`src/rtl/alu_pkg.sv`:
```
// Shared definitions for the vector-ALU issue controller: opcode, function
// codes, element-width encodings, FSM state encoding and the legality rule.
package alu_pkg;

  localparam logic [0:5] OPC_VEC   = 6'b101010;

  localparam logic [0:5] FUNC_VAND = 6'd1;
  localparam logic [0:5] FUNC_VOR  = 6'd2;
  localparam logic [0:5] FUNC_VXOR = 6'd3;
  localparam logic [0:5] FUNC_VNOT = 6'd4;
  localparam logic [0:5] FUNC_VMOV = 6'd5;

  localparam logic [0:1] WW_BYTE   = 2'b00;
  localparam logic [0:1] WW_HALF   = 2'b01;
  localparam logic [0:1] WW_WORD   = 2'b10;
  localparam logic [0:1] WW_DOUBLE = 2'b11;

  typedef enum logic [1:0] {
    ST_IDLE = 2'd0,
    ST_READ = 2'd1,
    ST_EXEC = 2'd2,
    ST_WB   = 2'd3
  } state_e;

  // Only the vector opcode with one of the five supported functions is accepted.
  function automatic logic is_legal(input logic [0:5] opcode, input logic [0:5] func);
    logic ok;
    ok = 1'b0;
    if (opcode == OPC_VEC) begin
      case (func)
        FUNC_VAND, FUNC_VOR, FUNC_VXOR, FUNC_VNOT, FUNC_VMOV: ok = 1'b1;
        default: ok = 1'b0;
      endcase
    end else begin
      ok = 1'b0;
    end
    return ok;
  endfunction

endpackage

```
`src/rtl/alu_instr_decode.sv`:
```
// Combinational instruction field splitter and legality flag.
// Bit 0 of the instruction word is the MSB.
module alu_instr_decode
  import alu_pkg::*;
(
  input  logic [0:31] instr,
  output logic [0:4]  rd,
  output logic [0:4]  ra,
  output logic [0:4]  rb,
  output logic [0:1]  ww,
  output logic [0:5]  func,
  output logic        legal
);

  logic [0:5] opcode_s;
  logic [0:2] rsvd_unused_s;

  assign opcode_s      = instr[0:5];
  assign rd            = instr[6:10];
  assign ra            = instr[11:15];
  assign rb            = instr[16:20];
  assign rsvd_unused_s = instr[21:23];
  assign ww            = instr[24:25];
  assign func          = instr[26:31];
  assign legal         = is_legal(opcode_s, instr[26:31]);

endmodule

```
`src/rtl/alu_issue_ctrl.sv`:
```
// Single-issue controller: decode, register-file read, drive the external ALU,
// then hold the result on the write-back port until the consumer takes it.
module alu_issue_ctrl
  import alu_pkg::*;
(
  input  logic        clk,
  input  logic        reset,
  input  logic        instr_valid,
  input  logic [0:31] instr,
  output logic        instr_ready,
  output logic [0:4]  rf_addr_a,
  output logic [0:4]  rf_addr_b,
  input  logic [0:63] rf_data_a,
  input  logic [0:63] rf_data_b,
  output logic [0:63] alu_rA,
  output logic [0:63] alu_rB,
  output logic [0:5]  alu_R_ins,
  output logic [0:5]  alu_Op_code,
  output logic [0:1]  alu_WW,
  input  logic [0:63] alu_result,
  output logic        wb_valid,
  output logic [0:4]  wb_addr,
  output logic [0:63] wb_data,
  input  logic        wb_ready,
  output logic        err_illegal,
  output logic [0:15] retire_count
);

  state_e      state_r, state_s;
  logic [0:4]  rd_s, ra_s, rb_s;
  logic [0:1]  ww_s;
  logic [0:5]  func_s;
  logic        legal_s, accept_s;

  logic [0:4]  rd_r, addr_a_r, addr_b_r;
  logic [0:1]  ww_r, alu_ww_r;
  logic [0:5]  func_r, alu_rins_r, alu_op_r;
  logic [0:63] opa_r, opb_r, wb_data_r;
  logic [0:4]  wb_addr_r;
  logic        wb_valid_r, err_r;
  logic [0:15] retire_count_r;

  alu_instr_decode u_decode (
    .instr (instr),
    .rd    (rd_s),
    .ra    (ra_s),
    .rb    (rb_s),
    .ww    (ww_s),
    .func  (func_s),
    .legal (legal_s)
  );

  assign accept_s = instr_valid && (state_r == ST_IDLE);

  // The register file samples its address on the accept edge, so the read
  // address bypasses the holding register during the accept cycle.
  assign rf_addr_a    = (accept_s && legal_s) ? ra_s : addr_a_r;
  assign rf_addr_b    = (accept_s && legal_s) ? rb_s : addr_b_r;
  assign instr_ready  = (state_r == ST_IDLE);
  assign alu_rA       = opa_r;
  assign alu_rB       = opb_r;
  assign alu_R_ins    = alu_rins_r;
  assign alu_Op_code  = alu_op_r;
  assign alu_WW       = alu_ww_r;
  assign wb_valid     = wb_valid_r;
  assign wb_addr      = wb_addr_r;
  assign wb_data      = wb_data_r;
  assign err_illegal  = err_r;
  assign retire_count = retire_count_r;

  // Next-state logic for the IDLE/READ/EXEC/WB sequence.
  always_comb begin
    state_s = state_r;
    case (state_r)
      ST_IDLE: begin
        if (accept_s && legal_s) state_s = ST_READ;
        else                     state_s = ST_IDLE;
      end
      ST_READ: state_s = ST_EXEC;
      ST_EXEC: state_s = ST_WB;
      ST_WB: begin
        if (wb_ready) state_s = ST_IDLE;
        else          state_s = ST_WB;
      end
      default: state_s = ST_IDLE;
    endcase
  end

  // State register plus all datapath and output registers.
  always_ff @(posedge clk) begin
    if (reset) begin
      state_r        <= ST_IDLE;
      rd_r           <= 5'd0;
      addr_a_r       <= 5'd0;
      addr_b_r       <= 5'd0;
      ww_r           <= 2'd0;
      func_r         <= 6'd0;
      opa_r          <= 64'd0;
      opb_r          <= 64'd0;
      alu_op_r       <= 6'd0;
      alu_rins_r     <= 6'd0;
      alu_ww_r       <= 2'd0;
      wb_valid_r     <= 1'b0;
      wb_addr_r      <= 5'd0;
      wb_data_r      <= 64'd0;
      err_r          <= 1'b0;
      retire_count_r <= 16'd0;
    end else begin
      state_r <= state_s;
      err_r   <= accept_s && !legal_s;
      case (state_r)
        ST_IDLE: begin
          if (accept_s && legal_s) begin
            rd_r     <= rd_s;
            ww_r     <= ww_s;
            func_r   <= func_s;
            addr_a_r <= ra_s;
            addr_b_r <= rb_s;
          end
        end
        ST_READ: begin
          opa_r      <= rf_data_a;
          opb_r      <= rf_data_b;
          alu_op_r   <= OPC_VEC;
          alu_rins_r <= func_r;
          alu_ww_r   <= ww_r;
        end
        ST_EXEC: begin
          alu_op_r   <= 6'd0;
          alu_rins_r <= 6'd0;
          alu_ww_r   <= 2'd0;
          wb_data_r  <= alu_result;
          wb_addr_r  <= rd_r;
          wb_valid_r <= 1'b1;
        end
        ST_WB: begin
          if (wb_ready) begin
            wb_valid_r     <= 1'b0;
            retire_count_r <= retire_count_r + 16'd1;
          end
        end
        default: ;
      endcase
    end
  end

endmodule

```
`config.mk`:
```
export PLATFORM = sky130hd
export DESIGN_NAME = alu_issue_ctrl
export DESIGN_NICKNAME = d
export VERILOG_FILES = /design/src/rtl/alu_pkg.sv /design/src/rtl/alu_instr_decode.sv /design/src/rtl/alu_issue_ctrl.sv
export SDC_FILE = /design/constraint.sdc
export NUM_CORES = 1
export LEC_CHECK = 0
export ABC_AREA = 1
export ABC_CLOCK_PERIOD_IN_PS = 1900
export CORE_AREA = 2 2 183 185
export CTS_CLUSTER_SIZE = 20
export DETAILED_ROUTE_END_ITERATION = 10
export DIE_AREA = 0 0 185 187
export GPL_TIMING_DRIVEN = 0
export REMOVE_ABC_BUFFERS = 1
export SLEW_MARGIN = 30
export SYNTH_ARGS = -nofsm -noshare
export SYNTH_HDL_FRONTEND = slang
export SYNTH_SLANG_ARGS = --single-unit
export TNS_END_PERCENT = 50
```
`constraint.sdc`:
```
create_clock -name clk -period 1.9 [get_ports clk]
set_clock_uncertainty 0.1 [all_clocks]
set_input_delay 0.19 -clock clk [delete_from_list [all_inputs] [get_ports clk]]
set_output_delay 0.19 -clock clk [all_outputs]
set_load 0.05 [all_outputs]
```
==> run_results.csv <==
group,metric,value,unit
layout,drive_gt1_share,8.419,%
critical_path,slowest_delay,0.37,ns
floorplanning,core_area,32860,µm²
sta,worst_pin_slew,0.6807,ns
layout,layout_common_cells,"nor2_1 (429), dfxtp_1 (247), dlygate4sd2_1 (227)",
global_route,overflow,0,
layout,mostFrequentLayoutCell,"nor2_1",
detailed_routing,antenna_left,0,
layout,fillCellCount,3331,
critical_path,cp.arrival,1.96,ns
synth,ys.flop_type,"dfxtp_1",
global_route,antenna_found_initial,2,
synth,synth_edf_count,0,
sta,fin_ws,-0.3530,ns
detailed_routing,drtIter0Drc,399,
placed_design,post-place-cells,2025,
critical_path,cp_cell_sequence,"inv_6 -> ha_4 -> nand2_4 -> clkinvlp_4 -> buf_6 -> nand4_1 -> nand2_1 -> inv_2 -> buf_8",
critical_path,cp_data_required_time,1.61,ns
synth,postSynthAreaPerCell,7.620,µm²
critical_path,crit_path_end_kind,"output pin",
run_status,violations,"negative setup slack",
synth,syn_area,9082,µm²
detailed_routing,vias,9243,
layout,fin_nets,1876,
cts,cts_tree,"done",
cts,cts_made_buffers,28,
synth,yosys_warnings,0,
floorplanning,ioPinCount,468,
global_route,grt_max_degree,120,
synth,synth_seq_cells,249,
layout,syn_to_final_growth,67.09,%
sta,slew_violations,0,
floorplanning,die_h,187,µm
cts,cts_root_buf,"clkbuf_16",
power_and_ir_drop,leakagePower,7.447,nW
sta,period_share,118.6,%
cts,cts_buffer_depth,3,
detailed_routing,routed_wl,32240,µm
critical_path,start_kind,"flop",
placed_design,gp_congestion,0.7863,
run_status,outcome,"finished with violations",
sta,hold_viol_final,0,
critical_path,worstSetupPathType,"reg -> out",
power_and_ir_drop,p_per_area,964.3,nW/µm²
sta,setup_viol,12,
synth,ys_seq_area_share,54.88,%
cts,cts_num_sinks,249,
floorplanning,die_x,185,µm
sta,relSlewSlack,54.62,%
run,drv_cap,0,
detailed_routing,first_pass_iters,6,
min_path,hold_path_class,"in -> reg",
synth,async_reset_ff_share,0,%
placed_design,placed_area,14040,µm²
sta,min_period,2.253,ns
floorplanning,die_area,34600,µm²
synth,yosysUniqueCellTypes,27,
detailed_routing,wl_per_cell,15.26,µm
power_and_ir_drop,peakVddDrop,0.6425,mV
global_route,grt_usage,17.43,%
cts,htreeDepth,1,
global_route,grt_pass1_wl,48100,µm
cts,holdBufCountCts,0,
placed_design,port_buffers,461,
critical_path,critPathSlowestCell,"dfxtp_4",
placed_design,dp.final_hpwl,21670,µm
global_route,grt_pass1_vias,8741,
synth,synthCells,1192,
floorplanning,rows,67,
detailed_routing,vias_per_cell,4.374,
layout,final_cells,2113,
sta,fmax,443.9,MHz
floorplanning,initial_core_util,27.64,%
critical_path,worst-path-max-fanout,7,
cts,clk_latency,0.53,ns
layout,design_area,15180,µm²
cts,clk_pin_slew_worst_paths,0.06,ns
sta,rsz0062_at_grt,"true",
detailed_routing,drc,0,
## layout make-up
cell class	count	area (µm²)	share of cell area [%]
repair inverters	1	7.507	0.04947
clock inverters	10	100.1	0.6596
diodes	2	5.005	0.03298
inverters	64	296.5	1.954
repair buffers	498	4768	31.42
well taps	448	560.5	3.694
clock buffers	41	840.8	5.540
multi-input cells	800	3605	23.75
flip-flops and latches	249	4992	32.90
## what timing repair did
action / CTS / global route
setup buffers: 19 / 12
gates resized for setup: 326 / 27
cloned: 3 / 1
endpoints found under the setup margin: 346 / 93
pin swaps: 8 / 11
## critical path: cells and delay by family (launching register included)
kind | cells | cell delay (ns)
buffers and inverters | 5 | 0.64
DFF | 1 | 0.37
and+or+nand+nor | 3 | 0.26
adders and majority gates | 1 | 0.17
## worst paths after layout
kind | end | depth (start not counted) | slack (ns) | startpoint
setup / recovery | rf_addr_a[4] | 9 | -0.35 | state_r[0]
hold / removal | addr_a_r[0] | 2 | 0.07 | reset
hold reg to reg | func_r[0] | 2 | 0.34 | func_r[0]
setup reg to reg | addr_a_r[2] | 12 | -0.05 | state_r[0]
## routing by layer
| layer | wire length [µm] | track usage (%) |
|---|---|---|
| met4 | 1515 | 8.364 |
| met3 | 2159 | 3.991 |
| met2 | 15570 | 29.69 |
| met5 | 0 | 0 |
| met1 | 13000 | 20.57 |
## registers in the layout, indices dropped and copies added (netlist names)
| name | count |
|---|---|
| addr_b_r | 5 |
| func_r | 6 |
| alu_WW | 2 |
| alu_rB | 64 |
| state_r | 2 |
| wb_addr | 5 |
| ww_r | 2 |
| alu_R_ins | 6 |
| rd_r | 5 |
| retire_count | 16 |
| alu_Op_code | 1 |
| err_illegal | 1 |
| wb_data | 64 |
| alu_rA | 64 |
| wb_valid | 1 |
| addr_a_r | 5 |
## cell usage after synthesis, types with 5 or more instances
cell      instances  area, µm²
o21ai_1          30      150.1
nand2_1          72      270.3
ha_1              6      75.07
buf_4             5      37.54
nand3_1          17      85.08
o21ai_0         178      890.9
nor2_1          432       1622
nand4_1          15      93.84
inv_1            60      225.2
a21oi_1          30      150.1
buf_2            33      165.2
dfxtp_1         249       4985
clkbuf_1         42      157.7
## metrics by stage
step	util [%]	TNS, ns	total power, mW	setup WS, ns	hold slack, ns
after floorplan	-	-356.24	7.863	-2.220	0.1591
after global placement	42.23	-1006.48	9.395	-5.995	0.3261
after detailed placement	42.72	-35.63	9.444	-1.379	0.3293
after CTS	45.54	-3.846	14.77	-0.4028	0.04046
after global routing	46.18	-4.573	15.26	-0.4690	0.08273
final	46.18	-3.284	14.63	-0.3530	0.07306
## power by group
| part | internal, mW | switching, mW | total, mW |
|---|---|---|---|
| clock | 3.31 | 2.15 | 5.46 |
| combinational | 1.09 | 2.30 | 3.39 |
| sequential | 5.61 | 0.170 | 5.78 |
| total | 10.0 | 4.62 | 14.6 |
## logic make-up (layout without fill, tap and decap cells)
family | Yosys count | after routing | synth area share, %
other | 1 | 5 | 0.04129
flip-flops | 249 | 249 | 54.88
XOR/XNOR | 3 | 3 | 0.2893
AND/OR/NAND/NOR | 547 | 549 | 23.86
buffers and inverters | 147 | 614 | 6.902
adder cells (fa/ha/maj) | 6 | 6 | 0.8265
AO/OA/AOI/OAI | 239 | 239 | 13.20
(Power assumes the default switching activity.)
